`config.mk`:
```
export PLATFORM = sky130hd
export DESIGN_NAME = aibcr3_dcc_cal_ctrl_flat
export DESIGN_NICKNAME = d
export VERILOG_FILES = /design/src/rtl/aibcr3_dcc_cal_ctrl_if.sv /design/src/rtl/aibcr3_dcc_cal_ctrl.sv /design/src/flat_wrapper.sv
export SDC_FILE = /design/constraint.sdc
export NUM_CORES = 1
export LEC_CHECK = 0
export BUFFER_PORTS_ARGS = -buffer_cell sky130_fd_sc_hd__buf_2
export CORE_MARGIN = 2
export CORE_UTILIZATION = 60
export DETAILED_ROUTE_END_ITERATION = 12
export GPL_ROUTABILITY_DRIVEN = 0
export GPL_TIMING_DRIVEN = 0
export PLACE_DENSITY = 0.89
export SLEW_MARGIN = 30
export SYNTH_ARGS = -nofsm -noshare
export SYNTH_HDL_FRONTEND = slang
export SYNTH_SLANG_ARGS = --single-unit
```
`constraint.sdc`:
```
create_clock -name CLKIN -period 2.9 [get_ports CLKIN]
set_input_delay 0.725 -clock CLKIN [delete_from_list [all_inputs] [get_ports CLKIN]]
set_output_delay 0.725 -clock CLKIN [all_outputs]
set_load 0.03 [all_outputs]
```
`src/rtl/aibcr3_dcc_cal_ctrl_if.sv`:
```
// aibcr3_dcc_cal_ctrl_if: detector input and gray-code/status outputs of the DCC calibration controller
interface aibcr3_dcc_cal_ctrl_if;
    logic       cal_en;
    logic       pd_up;
    logic [6:0] grey;
    logic [6:0] code;
    logic       busy;
    logic       cal_done;
    logic       sat;
    modport master (output cal_en, pd_up, input grey, code, busy, cal_done, sat);
    modport slave (input cal_en, pd_up, output grey, code, busy, cal_done, sat);
endinterface

```
`src/rtl/aibcr3_dcc_cal_ctrl.sv`:
```
// aibcr3_dcc_cal_ctrl: bang-bang DCC calibration loop driving a 7-bit gray delay code
module aibcr3_dcc_cal_ctrl #(
    parameter int SETTLE_CYC = 15,
    parameter int AVG_LEN    = 8,
    parameter int LOCK_REV   = 4,
    parameter int INIT_CODE  = 64
) (
    input logic                  CLKIN,
    input logic                  RST,
    aibcr3_dcc_cal_ctrl_if.slave bus
);
    typedef enum logic [2:0] {IDLE, SETTLE, SAMPLE, UPDATE, LOCKED} state_t;
    localparam logic [6:0]  INIT     = 7'(INIT_CODE);
    localparam logic [6:0]  HALF     = 7'(AVG_LEN / 2);
    localparam logic [15:0] SET_LAST = 16'(SETTLE_CYC - 1);
    localparam logic [15:0] AVG_LAST = 16'(AVG_LEN - 1);
    localparam logic [3:0]  LOCK     = 4'(LOCK_REV);
    state_t      state, state_n;
    logic [15:0] cnt, cnt_n;
    logic [6:0]  up_cnt, up_n, code, code_n, grey;
    logic [3:0]  rev_cnt, rev_n, rev_inc_val;
    logic        dir_valid, dv_n, last_dir, ld_n, sat, sat_n;
    logic        step_up, step_dn, blocked, rev_inc;
    always_comb begin
        step_up     = up_cnt > HALF;
        step_dn     = up_cnt < HALF;
        blocked     = (step_up && code == 7'd127) || (step_dn && code == 7'd0);
        // tie, saturation stall, or genuine direction change all count toward lock
        rev_inc     = !(step_up || step_dn) || blocked || (dir_valid && last_dir != step_up);
        rev_inc_val = (rev_inc && rev_cnt != 4'hf) ? rev_cnt + 4'd1 : rev_cnt;
        state_n = state;
        cnt_n   = cnt;
        up_n    = up_cnt;
        rev_n   = rev_cnt;
        dv_n    = dir_valid;
        ld_n    = last_dir;
        code_n  = code;
        sat_n   = sat;
        case (state)
            IDLE: if (bus.cal_en) begin
                state_n = SETTLE;
                cnt_n   = '0;
                up_n    = '0;
                rev_n   = '0;
                dv_n    = 1'b0;
                sat_n   = 1'b0;
            end
            SETTLE: begin
                state_n = cnt == SET_LAST ? SAMPLE : SETTLE;
                cnt_n   = cnt == SET_LAST ? '0 : cnt + 16'd1;
            end
            SAMPLE: begin
                up_n    = up_cnt + 7'(bus.pd_up);
                state_n = cnt == AVG_LAST ? UPDATE : SAMPLE;
                cnt_n   = cnt == AVG_LAST ? '0 : cnt + 16'd1;
            end
            UPDATE: begin
                rev_n = rev_inc_val;
                if (blocked) sat_n = 1'b1;
                else if (step_up || step_dn) begin
                    code_n = step_up ? code + 7'd1 : code - 7'd1;
                    ld_n   = step_up;
                    dv_n   = 1'b1;
                end
                state_n = rev_inc_val == LOCK ? LOCKED : SETTLE;
                up_n    = '0;
                cnt_n   = '0;
            end
            default: ;
        endcase
        // dropping enable overrides everything: hold code, discard the partial vote
        if (!bus.cal_en && state != IDLE) begin
            state_n = IDLE;
            cnt_n   = '0;
            up_n    = '0;
            code_n  = code;
            sat_n   = sat;
            rev_n   = rev_cnt;
            dv_n    = dir_valid;
            ld_n    = last_dir;
        end
    end
    always_ff @(posedge CLKIN) begin
        if (RST) begin
            state     <= IDLE;
            cnt       <= '0;
            up_cnt    <= '0;
            rev_cnt   <= '0;
            dir_valid <= 1'b0;
            last_dir  <= 1'b0;
            code      <= INIT;
            grey      <= INIT ^ (INIT >> 1);
            sat       <= 1'b0;
        end else begin
            state     <= state_n;
            cnt       <= cnt_n;
            up_cnt    <= up_n;
            rev_cnt   <= rev_n;
            dir_valid <= dv_n;
            last_dir  <= ld_n;
            code      <= code_n;
            grey      <= code_n ^ (code_n >> 1);
            sat       <= sat_n;
        end
    end
    assign bus.code     = code;
    assign bus.grey     = grey;
    assign bus.sat      = sat;
    assign bus.busy     = state == SETTLE || state == SAMPLE || state == UPDATE;
    assign bus.cal_done = state == LOCKED;
endmodule

```
`src/flat_wrapper.sv`:
```
// flat-port wrapper written by rule: the top's interface ports become plain ports
module aibcr3_dcc_cal_ctrl_flat 
#(
    parameter int SETTLE_CYC = 15,
    parameter int AVG_LEN    = 8,
    parameter int LOCK_REV   = 4,
    parameter int INIT_CODE  = 64
)
  (CLKIN, RST, bus_cal_en, bus_pd_up, bus_grey, bus_code, bus_busy, bus_cal_done, bus_sat);
  aibcr3_dcc_cal_ctrl_if bus_i ();
  input logic CLKIN;
  input logic RST;
  input wire logic [$bits(bus_i.cal_en)-1:0] bus_cal_en;
  input wire logic [$bits(bus_i.pd_up)-1:0] bus_pd_up;
  output wire logic [$bits(bus_i.grey)-1:0] bus_grey;
  output wire logic [$bits(bus_i.code)-1:0] bus_code;
  output wire logic [$bits(bus_i.busy)-1:0] bus_busy;
  output wire logic [$bits(bus_i.cal_done)-1:0] bus_cal_done;
  output wire logic [$bits(bus_i.sat)-1:0] bus_sat;
  assign bus_i.cal_en = bus_cal_en;
  assign bus_i.pd_up = bus_pd_up;
  assign bus_grey = bus_i.grey;
  assign bus_code = bus_i.code;
  assign bus_busy = bus_i.busy;
  assign bus_cal_done = bus_i.cal_done;
  assign bus_sat = bus_i.sat;
  aibcr3_dcc_cal_ctrl #(.SETTLE_CYC(SETTLE_CYC), .AVG_LEN(AVG_LEN), .LOCK_REV(LOCK_REV), .INIT_CODE(INIT_CODE)) u_core (.CLKIN(CLKIN), .RST(RST), .bus(bus_i));
endmodule
```
* After elaboration in Yosys (flattened, before gate mapping)
Index checks and enable logic that the tools add are counted.
Operators by class: $add $sub $neg 5, magnitude comparators 2, equal/unequal tests 14, multiplexer cells 25, bitwise operators 3, reduce and logical (&&, ||, !) cells 26
Operators with widths (count):
- $pmux 16 s4 | 1
- $mux 16 | 3
- $mux 7 | 6
- $pmux 7 s3 | 1
- $add 16x1->16 const B | 1
- $eq 16x3->1 const B | 1
- $eq 16x4->1 const B | 1
- $pmux 3 s4 | 1
- $mux 4 | 2
- $pmux 4 s2 | 1
- $reduce_and 4->1 | 2
- $add 7x1->7 | 1
- $add 7x1->7 const B | 1
- $eq 7x7->1 const B | 1
- $gt 7x3->1 const B | 1
- $logic_not 7->1 | 1
- $lt 7x3->1 const B | 1
- $sub 7x1->7 const B | 1
- $xor 7x6->7 | 1
- $eq 3x2->1 const B | 2
- $logic_or 1x1->1 | 6
- $mux 3 | 2
- $reduce_bool 3->1 | 2
- $logic_and 1x1->1 | 5
- 20 further kinds | 30
Storage, ports and cells: register bits 47, input bits 4, output and inout port bits 17, logic and storage cells 84

* Depth between registers and ports, before layout
depth in word-level cells 10, depth in mapped cells 11, mapped depth without buffers 10

* Worst setup path before layout
No wires, ideal clock.
path type register -> register, start point register u_core.up_cnt[3], end point register u_core.grey[5], in the netlist u_core.bus.grey[5], setup time 74 ps, data arrival time 2486 ps, required time 2826 ps, path slack 340 ps, cell stages (with the launch flop) 11, buffers on the path 0, clock period less this slack 2560 ps, cells stage by stage dfxtp_1 > nor4_2 > nand2_1 > inv_1 > ha_1 > nor2b_1 > o31a_1 > a211o_1 > and3_1 > or2_0 > a31oi_1
On the way: cells in the longest elaborated chain, start to end 7, elaborated cells between the ends (all ways) 12, those cells by class 2 x order compare; 5 x mux; 1 x bitwise; 4 x reduce/logical
Ends and longest elaborated chain:
- from (decl) | RTL line aibcr3_dcc_cal_ctrl.sv:20 | logic [6:0] up_cnt, up_n, code, code_n, grey;
- from (signal assigned) | RTL line aibcr3_dcc_cal_ctrl.sv:97 | up_cnt <= up_n;
- $gt 7x3->1 * | RTL line aibcr3_dcc_cal_ctrl.sv:25 | step_up = up_cnt > HALF;
- named net u_core.step_up | RTL line aibcr3_dcc_cal_ctrl.sv:23 | logic step_up, step_dn, blocked, rev_inc;
- $mux 7 (tied with other cells) | RTL line aibcr3_dcc_cal_ctrl.sv:61 | code_n = step_up ? code + 7'd1 : code - 7'd1;
- $mux 7 or $logic_or 1x1->1 (tied branches) | RTL line aibcr3_dcc_cal_ctrl.sv:60, aibcr3_dcc_cal_ctrl.sv:27
- $mux 7 * | RTL line aibcr3_dcc_cal_ctrl.sv:59 | if (blocked) sat_n = 1'b1;
- $mux 7 * | RTL line aibcr3_dcc_cal_ctrl.sv:39 | case (state)
- $mux 7 * | RTL line aibcr3_dcc_cal_ctrl.sv:72 | if (!bus.cal_en && state != IDLE) begin
- $xor 7x6->7 * | RTL line aibcr3_dcc_cal_ctrl.sv:102 | grey <= code_n ^ (code_n >> 1);
- to (signal assigned) | RTL line aibcr3_dcc_cal_ctrl.sv:92 | grey <= INIT ^ (INIT >> 1);
- to (signal assigned) | RTL line aibcr3_dcc_cal_ctrl.sv:102
- to (decl) | RTL line aibcr3_dcc_cal_ctrl.sv:20
The timed path passes the listed nets; every way through them passes the cells marked *. A chain may end at the register's enable or synchronous reset.

* Worst setup path in the final report
Same ends and word-level chain as after synthesis.

==> flow_summary_export.csv <==
group,metric,value,unit
run_status,status,"complete, no violations",
layout,fin_nets,378,
clock_network,cts_tree,"yes",
floorplanning,die_w,71.9,um
route,avgViaCountPerCell,6.03,
synth,synth_edf_count,0,
power_and_ir_drop,power.leakage,1.14,nW
synth,ys_ff_latch,46,
sta,relSlewSlack,43.6,%
synth,synth_adder_area_share,5.25,%
placement,port_buffers,20,
synth,synth_fp_nets,351,
sta,rsz0062_at_grt,"no",
route,dr_total_vias,2498,
route,drtPass1Iterations,4,
synth,synth_flop_cell,"dfxtp_1",
route,ant_nets,0,
sta,setup_viol,0,
floorplanning,die_h,71.9,um
route,drc_errors,0,
global_routing,grt_pass1_vias,2308,
worst_setup_path,cp.arrival,2.95,ns
sta,setup-tns-final,0,ns
power_and_ir_drop,p_comb_share,7.4,%
clock_network,clock-sinks,46,
run,cap_violations,0,
layout,antenna_cells,0,
global_routing,antenna_found_initial,0,
floorplanning,num_rows,24,
global_routing,grt_overflow,0,
power_and_ir_drop,netSwitchingPower,0.262,mW
synth,synthDistinctLibCells,61,
floorplanning,coreArea,4380,um^2
synth,async_flop_share,0,%
route,drt_iter0_markers,131,
sta,fin_crit,2.71,ns
global_routing,grt_first_pass_wirelength,10.2,mm
synth,yosys_warnings,0,
sta,max_freq,368,MHz
min_path,min_path_type,"register to register",
synth,syn_avg_cell_area,8.22,um^2
power_and_ir_drop,p_clk_share,34.9,%
worst_setup_path,worstSetupPathType,"register to register",
clock_network,htreeDepth,2,
synth,synthSimpleGateAreaFrac,27.9,%
clock_network,cts_buffers,5,
floorplanning,die_area,5160,um^2
power_and_ir_drop,worst_ir_drop_vdd,338,uV
layout,layout_common_cells,"nor2_1, dfxtp_1, buf_2",
power_and_ir_drop,swShare,23.7,%
route,wl,6.02,mm
global_routing,grt_use_total,24.5,%
placement,hpwlAfterDp,4.37,mm
layout,syn_to_final_growth,9.28,%
clock_network,insertion_delay,0.30,ns
worst_setup_path,crit_fanout,6,
worst_setup_path,cp-startpoint,"u_core.up_cnt[3]",
worst_setup_path,worstReg2RegStart,"u_core.up_cnt[3]",
sta,drv_slew,0,
layout,final_common_cell,"nor2_1",
clock_network,clock_path_buffers,2,
layout,fin_util,68.9,%
sta,period_share,93.6,%
sta,finalHoldViolations,0,
clock_network,cts_setup_buffers,0,
clock_network,cts-root-buf,"clkbuf_8",
clock_network,holdBufCountCts,0,
route,wl_per_cell,14.5,um
global_routing,grt_max_degree,13,
floorplanning,io_pins,21,
power_and_ir_drop,pwr-share-seq,57.7,%
sta,tightestPinTransition,0.844,ns
layout,drive_gt1_share,14.9,%
worst_setup_path,cp-end-kind,"register",
sta,clock_skew,0.00915,ns
min_path,hold_start,"u_core.cnt[5]",
synth,muxShareOfSynthArea,2.17,%
synth,yosys.area_share.xor_xnor,9.19,%
synth,synth_top_family_by_area,"simple AND/OR/NAND/NOR gates",
floorplanning,start_util,63.0,%
clock_network,clk_pin_slew,0.08,ns
synth,synth_cells,336,
synth,synth_compound_area_share,17.7,%
worst_setup_path,critPathRequiredTime,3.14,ns
synth,synthesis.area,2760,um^2
synth,yosysSeqAreaShare,33.3,%
power_and_ir_drop,power_density,367,nW/um^2
power_and_ir_drop,power.total,1.11,mW
power_and_ir_drop,p_int,0.845,mW
worst_setup_path,start_kind,"register",
==> sequential cells by signal, summed over array words and instances, names as in the netlist <==
signal	cells
u_core.cnt	16
u_core.state	3
u_core.last_dir	1
u_core.bus.grey	7
u_core.dir_valid	1
u_core.rev_cnt	4
u_core.bus.sat	1
u_core.up_cnt	7
u_core.bus.code	6
==> power by group through the flow <==
stage,clock network (mW),logic (mW),registers (mW)
global route,0.420,0.0922,0.639
detailed placement,0,0.0811,0.653
CTS,0.391,0.0821,0.638
floorplan,0,0.0602,0.652
finish,0.386,0.0824,0.639
global placement,0,0.0791,0.653
==> final timing paths <==
kind,endpoint,slack [ns],cells past startpoint
worst max-delay path,u_core.bus.grey[5],0.19,10
worst min-delay path,u_core.cnt[5],0.54,2
worst max register to register,u_core.bus.grey[5],0.19,10
worst min register to register,u_core.cnt[5],0.54,2
==> stage by stage <==
| stage | instances | instance area, um^2 | hold WS (ns) | worst slack, ns |
|---|---|---|---|---|
| CTS | 414 | 3010 | 0.539 | 0.0463 |
| global route | 414 | 3020 | 0.560 | 0.0152 |
| global placement | 408 | 2930 | 0.511 | 0.0746 |
| detailed placement | 408 | 2930 | 0.521 | 0.0676 |
| floorplan | 336 | 2760 | 0.485 | 0.340 |
| finish | 414 | 3020 | 0.543 | 0.185 |
==> layout make-up <==
| type | count | area, um^2 |
|---|---|---|
| Multi-Input combinational cell | 261 | 1730 |
| Fill cell | 349 | 1370 |
| Sequential cell | 46 | 921 |
| Timing Repair Buffer | 20 | 100 |
| Buffer | 19 | 87.6 |
| Clock buffer | 6 | 82.6 |
| Tap cell | 52 | 65.1 |
| Inverter | 10 | 37.5 |
==> repair_timing <==
action | CTS | global route
endpoints found under the hold margin | 0 | 0
endpoints found under the setup margin | 0 | 1
gates resized for setup | 0 | 2
==> critical path, cell delays in order, from the launching register on <==
cell and delay, ns:
dfxtp_1 0.38, nor4_4 0.35, nand2_1 0.16, inv_2 0.15, ha_1 0.29, nor2b_1 0.16
o31a_1 0.27, a211o_1 0.34, and3_1 0.19, or2_0 0.22, a31oi_1 0.15
==> cells in the mapped netlist (2+ instances only) <==
master,n,area share [%]
a31o_2,2,0.63
xor2_1,13,4.1
a211oi_1,9,2.4
a32oi_1,3,0.95
buf_2,10,1.8
a211o_1,3,0.95
nand2_1,17,2.3
xnor2_1,16,5.1
nor3b_1,3,0.82
mux2i_1,6,2.2
nand4_1,5,1.1
a31oi_1,4,0.91
and3_1,8,1.8
nand3_1,18,3.3
ha_1,10,4.5
nor2b_1,3,0.68
a21oi_1,12,2.2
o31ai_1,2,0.54
clkbuf_1,8,1.1
nand3b_1,3,0.82
dfxtp_1,46,33
nor4_1,4,0.91
inv_1,10,1.4
nand2b_1,8,1.8
o21ai_0,10,1.8
nor2_1,48,6.5
or2_0,2,0.45
or2_2,4,0.91
nor3_1,12,2.2
a21o_1,3,0.82
and4_1,4,1.3
==> cell families (layout without fill, tap and decap cells) <==
logic type	after synthesis	after routing
xor+xnor	29	29
simple gates	148	148
compound gates	67	67
buf+inv	29	55
flops	46	46
mux	6	6
fa+ha+maj	11	11
==> layer usage <==
metal  vias to the layer above  routed length (um)  part of all wire (%)  GRT usage (%)
met5                         -                   0                     0              0
met4                         0                  55                  0.91           7.13
met3                         9                 237                   3.9           5.63
met2                        52                3070                    51           44.0
met1                      1178                2650                    44           29.0
li1                       1259                   -                     -              -
(Power assumes the default switching activity.)
